## config.mk

```make
export PLATFORM = sky130hd
export DESIGN_NAME = imem_loader
export DESIGN_NICKNAME = d
export VERILOG_FILES = /design/src/rtl/imem_pkg.sv /design/src/rtl/imem_loader.sv
export SDC_FILE = /design/constraint.sdc
export NUM_CORES = 1
export LEC_CHECK = 0
export ABC_AREA = 1
export CAP_MARGIN = 20
export CORE_ASPECT_RATIO = 1.75
export CORE_MARGIN = 2
export CORE_UTILIZATION = 32
export DETAILED_ROUTE_END_ITERATION = 16
export GPL_TIMING_DRIVEN = 0
export HOLD_SLACK_MARGIN = 0.12
export PLACE_DENSITY = 0.53
export SKIP_CTS_REPAIR_TIMING = 1
export SYNTH_ARGS = -nofsm -noshare
export SYNTH_HDL_FRONTEND = slang
export SYNTH_SLANG_ARGS = --single-unit
```

## constraint.sdc

```tcl
create_clock -name clk -period 1.6 [get_ports clk]
set_input_delay 0.24 -clock clk [delete_from_list [all_inputs] [get_ports clk]]
set_output_delay 0.24 -clock clk [all_outputs]
set_load 0.03 [all_outputs]
```

## src/rtl/imem_pkg.sv

```systemverilog
// Shared definitions for the instruction-memory loader.
// IMEM_LOADER_CHECKSUM_EN adds the CSUM state to the loader state encoding.
package imem_pkg;

    localparam logic [31:0] HALT_INSTR = 32'h0000007F;
    localparam int unsigned IMEM_DEPTH = 32;

    typedef enum logic [2:0] {
        ST_IDLE  = 3'd0,
        ST_RECV  = 3'd1,
        ST_WRITE = 3'd2,
        ST_DONE  = 3'd3
`ifdef IMEM_LOADER_CHECKSUM_EN
        ,
        ST_CSUM  = 3'd4
`endif
    } loader_state_t;

endpackage

```

## src/rtl/imem_loader.sv

```systemverilog
// Byte-stream to instruction-RAM writer: packs 4 bytes little-endian per word, stops on halt or full RAM.
// Optional trailing checksum byte enabled by IMEM_LOADER_CHECKSUM_EN.
module imem_loader
    import imem_pkg::*;
#(
    parameter int unsigned DEPTH  = IMEM_DEPTH,
    parameter int unsigned ADDR_W = $clog2(DEPTH)
) (
    input  logic              clk,
    input  logic              rst,
    input  logic              start,
    input  logic              in_valid,
    input  logic [7:0]        in_data,
    output logic              in_ready,
    output logic              wr_en,
    output logic [ADDR_W-1:0] wr_addr,
    output logic [31:0]       wr_data,
    output logic              busy,
    output logic              done,
    output logic              overflow,
`ifdef IMEM_LOADER_CHECKSUM_EN
    output logic              csum_err,
`endif
    output logic [ADDR_W:0]   word_count
);

    localparam logic [ADDR_W:0] DEPTH_CNT = (ADDR_W + 1)'(DEPTH);

    loader_state_t     r_state;
    logic              r_in_ready;
    logic              r_wr_en;
    logic [ADDR_W-1:0] r_wr_addr;
    logic [31:0]       r_wr_data;
    logic              r_busy;
    logic              r_done;
    logic              r_overflow;
    logic [ADDR_W:0]   r_word_count;
    logic [1:0]        r_byte_idx;
    logic              w_accept;
    logic [ADDR_W:0]   w_count_next;
`ifdef IMEM_LOADER_CHECKSUM_EN
    logic [7:0]        r_csum;
    logic              r_csum_err;
`endif

    assign w_accept     = in_valid && r_in_ready;
    assign w_count_next = r_word_count + (ADDR_W + 1)'(1);

    // Single-process FSM; every output is a register updated on the state transition.
    always_ff @(posedge clk) begin
        if (rst) begin
            r_state      <= ST_IDLE;
            r_in_ready   <= 1'b0;
            r_wr_en      <= 1'b0;
            r_wr_addr    <= '0;
            r_wr_data    <= '0;
            r_busy       <= 1'b0;
            r_done       <= 1'b0;
            r_overflow   <= 1'b0;
            r_word_count <= '0;
            r_byte_idx   <= '0;
`ifdef IMEM_LOADER_CHECKSUM_EN
            r_csum       <= '0;
            r_csum_err   <= 1'b0;
`endif
        end else begin
            case (r_state)
                ST_IDLE, ST_DONE: begin
                    if (start) begin
                        r_state      <= ST_RECV;
                        r_in_ready   <= 1'b1;
                        r_busy       <= 1'b1;
                        r_done       <= 1'b0;
                        r_overflow   <= 1'b0;
                        r_word_count <= '0;
                        r_byte_idx   <= '0;
                        r_wr_addr    <= '0;
                        r_wr_data    <= '0;
`ifdef IMEM_LOADER_CHECKSUM_EN
                        r_csum       <= '0;
                        r_csum_err   <= 1'b0;
`endif
                    end
                end
                ST_RECV: begin
                    if (w_accept) begin
                        r_wr_data[{r_byte_idx, 3'b000} +: 8] <= in_data;
                        r_byte_idx <= r_byte_idx + 2'd1;
`ifdef IMEM_LOADER_CHECKSUM_EN
                        r_csum     <= r_csum + in_data;
`endif
                        if (r_byte_idx == 2'd3) begin
                            r_state    <= ST_WRITE;
                            r_in_ready <= 1'b0;
                            r_wr_en    <= 1'b1;
                        end
                    end
                end
                ST_WRITE: begin
                    r_wr_en      <= 1'b0;
                    r_word_count <= w_count_next;
                    if (r_wr_data == HALT_INSTR) begin
`ifdef IMEM_LOADER_CHECKSUM_EN
                        r_state    <= ST_CSUM;
                        r_in_ready <= 1'b1;
`else
                        r_state    <= ST_DONE;
                        r_busy     <= 1'b0;
                        r_done     <= 1'b1;
`endif
                    end else if (w_count_next == DEPTH_CNT) begin
                        // RAM full without a halt word: terminate, address never wraps.
                        r_state    <= ST_DONE;
                        r_busy     <= 1'b0;
                        r_done     <= 1'b1;
                        r_overflow <= 1'b1;
                    end else begin
                        r_state    <= ST_RECV;
                        r_in_ready <= 1'b1;
                        r_wr_addr  <= r_wr_addr + ADDR_W'(1);
                    end
                end
`ifdef IMEM_LOADER_CHECKSUM_EN
                ST_CSUM: begin
                    if (w_accept) begin
                        r_csum_err <= (8'(r_csum + in_data) != 8'h00);
                        r_state    <= ST_DONE;
                        r_in_ready <= 1'b0;
                        r_busy     <= 1'b0;
                        r_done     <= 1'b1;
                    end
                end
`endif
                default: begin
                    r_state    <= ST_IDLE;
                    r_in_ready <= 1'b0;
                    r_wr_en    <= 1'b0;
                    r_busy     <= 1'b0;
                end
            endcase
        end
    end

    assign in_ready   = r_in_ready;
    assign wr_en      = r_wr_en;
    assign wr_addr    = r_wr_addr;
    assign wr_data    = r_wr_data;
    assign busy       = r_busy;
    assign done       = r_done;
    assign overflow   = r_overflow;
    assign word_count = r_word_count;
`ifdef IMEM_LOADER_CHECKSUM_EN
    assign csum_err   = r_csum_err;
`endif

endmodule

```

# Word-level counts from Yosys, hierarchy flattened
# Cells that the tools add are included.
# totals
regBits,53
output_inout_bits,48
word_cells,82
# classes
addsub,4
eq_ne,13
n_shift,2
muxes,37
n_bitwise,2
n_reduce_logical,14
# ops
op,count
32-bit two-way mux,2
32-bit one-hot mux with 2 select lines,1
32-bit bitwise mux,1
32-bit by 7-bit equality test with 1-bit output (second input constant),1
8-bit by 7-bit variable shift with 32-bit output (first input constant),1
8-bit by 7-bit indexed part select with 32-bit output,1
5-bit two-way mux,3
3-bit AND reduction,5
1-bit two-way mux,13
2-bit inequality test (second input constant),6
6-bit one-hot mux with 2 select lines,1
5-bit one-hot mux with 2 select lines,1
3-bit two-way mux,3
3-bit one-hot mux with 3 select lines,1
2-bit two-way mux,4
4-bit AND reduction,2
5-bit negator with 7-bit output,1
6-bit by 1-bit adder with 6-bit output (second input constant),1
3-bit by 2-bit equality test with 1-bit output (second input constant),2
6-bit equality test (second input constant),1
6-bit two-way mux,1
1-bit one-hot mux with 2 select lines,3
1-bit one-hot mux with 3 select lines,2
5-bit by 1-bit adder with 5-bit output (second input constant),1
other kinds (12),14

# Longest topological paths before layout
# depth
ltp_word,5
ltp_mapped,13

# Worst setup path after synthesis
# OpenSTA, ideal clock, no wires.
# synth_path
path_type,reg-to-reg
from,"reg r_word_count[0], in the netlist word_count[0]"
to,"reg r_in_ready, in the netlist in_ready"
setup_ns,0.109
arrival_time_ns,1.660
setup_slack_ns,-0.168
stages_incl_launch_ff,13
synth_period_minus_slack_ns,1.768
cell_sequence,dfxtp_1 > ha_1 > nand3_1 > nand2_1 > nand2_1 > nor2_1 > nand3_2 > nand2_1 > nand2_1 > nand2_1 > nand2_1 > nand2_1 > inv_1
# synth_via
elab_chain_cells,4
# synth_rtl
item,line,rtl
"start, declared",imem_loader.sv:37,logic [ADDR_W:0] r_word_count;
"start signal, assigned",imem_loader.sv:101,r_word_count <= w_count_next;
6-bit by 1-bit adder with 6-bit output,imem_loader.sv:47,assign w_count_next = r_word_count + (ADDR_W + 1)'(1);
6-bit equality test,imem_loader.sv:111,end else if (w_count_next == DEPTH_CNT) begin
2-bit inequality test (no line),-,
5-bit AND reduction (no line),-,
"end signal, assigned",imem_loader.sv:53,r_in_ready <= 1'b0;
"end signal, assigned",imem_loader.sv:71,r_in_ready <= 1'b1;
"end signal, assigned",imem_loader.sv:119,r_in_ready <= 1'b1;
"end, declared",imem_loader.sv:30,logic r_in_ready;
# Every way passes these cells.
# A chain may end at the register's enable or synchronous reset.

# Final worst setup path
# layout_path
from,reg r_state[1]
to,"reg r_wr_data[22], in the netlist wr_data[22]"
# layout_via
elab_chain_cells,4
# layout_rtl
item,line,rtl
"start, declared",imem_loader.sv:29,loader_state_t r_state;
"start signal, assigned",imem_loader.sv:52,r_state <= ST_IDLE;
"start signal, assigned",imem_loader.sv:70,r_state <= ST_RECV;
"start signal, assigned",imem_loader.sv:93,r_state <= ST_WRITE;
3-bit by 2-bit equality test with 1-bit output or 3-bit zero test (tied branches),imem_loader.sv:67,case (r_state)
2-bit OR reduction,imem_loader.sv:67,
2-bit inequality test (no line) or 2-bit nonzero test (tied branches),-,
3-bit AND reduction (no line),-,
"end signal, assigned by index",imem_loader.sv:87,"r_wr_data[{r_byte_idx, 3'b000} +: 8] <= in_data;"
"end, declared",imem_loader.sv:33,logic [31:0] r_wr_data;
# Parallel ways exist; a longest one is shown, timed or not.

==> results.py <==
metrics = {
    "drt": {
        "met2_length_um": 5000,
        "drt-initial-drc-count": 69,
        "detail_route.wl_per_cell_um": 14.1,
        "ant_nets": 0,
        "drcViolationCount": 0,
        "highest_layer": "met4",
        "vias_per_cell": 4.73,
        "vias": 2894,
        "first_pass_iters": 4,
        "wl_met3_um": 273,
        "totalWireLength_um": 8630,
        "wl_met1_um": 3210,
    },
    "synth": {
        "synthMuxAreaShare_pct": 0,
        "synthAdderAreaFrac_pct": 4.34,
        "yosys.area_share.simple_pct": 26.5,
        "synth_top_cell_by_area": "dfxtp_1",
        "synth_compound_area_share_pct": 20.9,
        "seq_area_frac_synth_pct": 36.1,
        "async_flop_share_pct": 0,
        "synth_seq_cells": 52,
        "syn-cell-area_mm2": 0.00288,
        "avgSynthCellArea_um2": 7.21,
        "postSynthCellCount": 400,
        "synth_xor_xnor_area_share_pct": 0.304,
        "synthesis.nets": 422,
        "yosys-top-cells-area": "dfxtp_1 (36%), nand2_1 (8.2%), inv_1 (7.3%), nor2_1 (7.3%), a21oi_1 (6.4%)",
        "synth_edf_count": 0,
        "synth.distinct_cells": 34,
        "yosys.area.top_type_share_pct": 36.1,
        "yosysWarnings": 0,
        "ys.flop_type": "dfxtp_1",
        "synth_top_family_by_area": "simple AND/OR/NAND/NOR gates",
    },
    "floorplan": {
        "coreArea_mm2": 0.00873,
        "ios": 60,
        "start_util_pct": 33.0,
        "die-height_um": 130,
        "die_w_um": 75.8,
        "rows": 45,
        "dieArea_mm2": 0.00981,
    },
    "placement": {
        "place_inst": 576,
        "place_congestion": 0.796,
        "io_buffers": 59,
        "hpwl_um": 6470,
        "post_dp_cell_area_mm2": 0.00365,
    },
    "finish": {
        "nFillCells": 860,
        "nets": 516,
        "layout.cells.non_filler": 612,
        "area.growth.synth_to_final_pct": 52.7,
        "drive_gt1_share_pct": 25.7,
        "final_util_pct": 50.5,
        "diodes": 0,
        "finalInstanceArea_mm2": 0.00440,
    },
    "setup_path": {
        "required_ps": 1750,
        "worstSetupPathType": "reg -> reg",
        "cp_num_buf_inv": 4,
        "crit_path_max_fanout": 8,
        "slowest_stage": "dfxtp_2",
        "cp_cell_sequence": "inv_2 > ha_2 > buf_6 > nor2_2 > inv_2 > nand2_4 > nor2_8 > o21ai_4 > buf_12 > a31oi_4 > a211oi_2",
        "crit_path_start_kind": "flop",
        "path_depth": 11,
        "arrival_ps": 1870,
        "max_stage_delay_ps": 340,
        "r2r_cells": 11,
        "cp_top_family": "buffers and inverters",
        "cpMostUsedCell": "inv_2",
        "crit_path_end_kind": "flop",
    },
    "min_path": {
        "worstHoldPathCells": 2,
        "hp-class": "reg -> reg",
    },
    "timing": {
        "tightest_slew_ps": 631,
        "fin_crit_sh_pct": 107,
        "grt_setup_unrepaired": "true",
        "report.final.slew_viol_count": 0,
        "skew_ps": 7.06,
        "setup_viol": 27,
        "finalCriticalPeriod_ps": 1720,
        "slew_headroom_pct": 58.0,
        "finalHoldViolations": 0,
        "setup_slack_ps": -117,
        "setup_tns_ps": -2010,
        "max_freq_mhz": 582,
    },
    "cts": {
        "cts_buffers": 5,
        "root_buffer": "clkbuf_16",
        "numClockSinks": 52,
        "clock_path_buffers": 2,
        "clkTransAtPathRegs_ps": 70,
        "cts_tree": "built",
        "clk-insertion-delay-late_ps": 290,
        "htree_levels": 2,
    },
    "run": {
        "max-cap-violations": 0,
    },
    "power": {
        "peakVddDrop_uv": 1280,
        "power_density_mw_per_mm2": 2440,
        "p_total_w": 0.0107,
        "p_leak_nw": 2.44,
    },
    "outcome": {
        "violations": "setup timing",
        "status": "finished, violations left",
    },
    "global_route": {
        "grt_pass1_vias": 2659,
        "antenna_found_initial": 0,
        "grt_overflow": 0,
        "grt_pass1_wl_um": 12800,
        "grt_max_degree": 16,
        "grt_usage_pct": 17.3,
    },
}
state kept, by name, indices dropped and copies added, names as in the netlist:
signal / count
r_state: 2
in_ready: 1
wr_addr: 5
r_byte_idx: 2
wr_data: 32
overflow: 1
busy: 1
word_count: 6
wr_en: 1
done: 1
where the power goes:
part / switching (W) / leakage (nW) / total (W) / internal (W)
clock network: 0.000491 / 0.0701 / 0.00112 / 0.000625
logic: 0.00414 / 1.94 / 0.00730 / 0.00316
registers: 0.000474 / 0.430 / 0.00232 / 0.00185
total: 0.00510 / 2.44 / 0.0107 / 0.00563
cell usage in the layout, fill, tap and decap left out, types with 6 or more instances in the layout:
cell type / count
dfxtp_1: 46
a31oi_1: 6
inv_1: 50
buf_4: 21
clkbuf_16: 6
inv_2: 8
dlymetal6s2s_1: 44
o211a_1: 6
buf_6: 12
nand4_1: 10
nor2_2: 8
o21ai_0: 12
a21oi_2: 10
ha_1: 6
nand2_1: 58
a21oi_1: 27
nor2_1: 48
o21ai_1: 13
a211oi_2: 8
nand3_1: 19
nor2_4: 6
clkdlybuf4s50_1: 15
final cells by class:
type                       count  area [um^2]  area share, %
tap                          117          146           3.32
buffer                        13          120           2.73
clock inverter                 1         7.51          0.171
sequential                    52         1050           23.9
multi-input combinational    273         1740           39.5
timing repair buffer          86          940           21.3
clock buffer                   7          143           3.24
inverter                      63          255           5.80
worst min-delay path: stages (launching register included):
cell and delay, ps:
dfxtp_1 320, inv_1 50, a21oi_1 50
cells in the mapped netlist (2+ instances only):
library cell  instances
o21ai_1               2
nand2_4               2
inv_1                56
nand4_1              10
buf_6                 4
a31oi_1               8
buf_2                 3
a21oi_1              37
inv_2                 6
nor2_1               56
dfxtp_1              52
o211a_1               6
o21ai_0              28
nor2_2                4
nand2_1              63
nand3_2               3
nor2_4                2
a211oi_2              8
o21ai_2               2
nand3_1              22
ha_1                 10
clkbuf_1              4
layer usage:
layer | track usage, % | vias to the layer above
li1 | - | 1496
met1 | 18.5 | 1336
met2 | 32.7 | 53
met3 | 3.19 | 9
met4 | 5.47 | 0
met5 | 0 | -
kinds of logic (layout without fill, tap and decap cells):
family                     Yosys count  count (layout)
xor gates and xnor gates             1               1
adders and majority gates           10              10
DFF                                 52              52
and+or+nand+nor                    167             168
buffers and inverters               76             170
AOI/OAI and AO/OA                   94              94
per-stage QoR:
| stage | hold slack (ps) | setup WS (ps) |
|---|---|---|
| 5_1_grt | 492 | -208 |
| 2_1_floorplan | 407 | -23.6 |
| 4_1_cts | 473 | -384 |
| 6_report | 468 | -117 |
| 3_5_place_dp | 462 | -365 |
| 3_3_place_gp | 457 | -364 |
worst paths after layout:
kind / startpoint / endpoint / slack (ps)
max reg2reg: r_state[1] / wr_data[22] / -120
min: wr_data[5] / wr_data[5] / 470
max: r_state[1] / wr_data[22] / -120
min reg2reg: wr_data[5] / wr_data[5] / 470
Note: power is estimated with default switching activity, not from simulation.
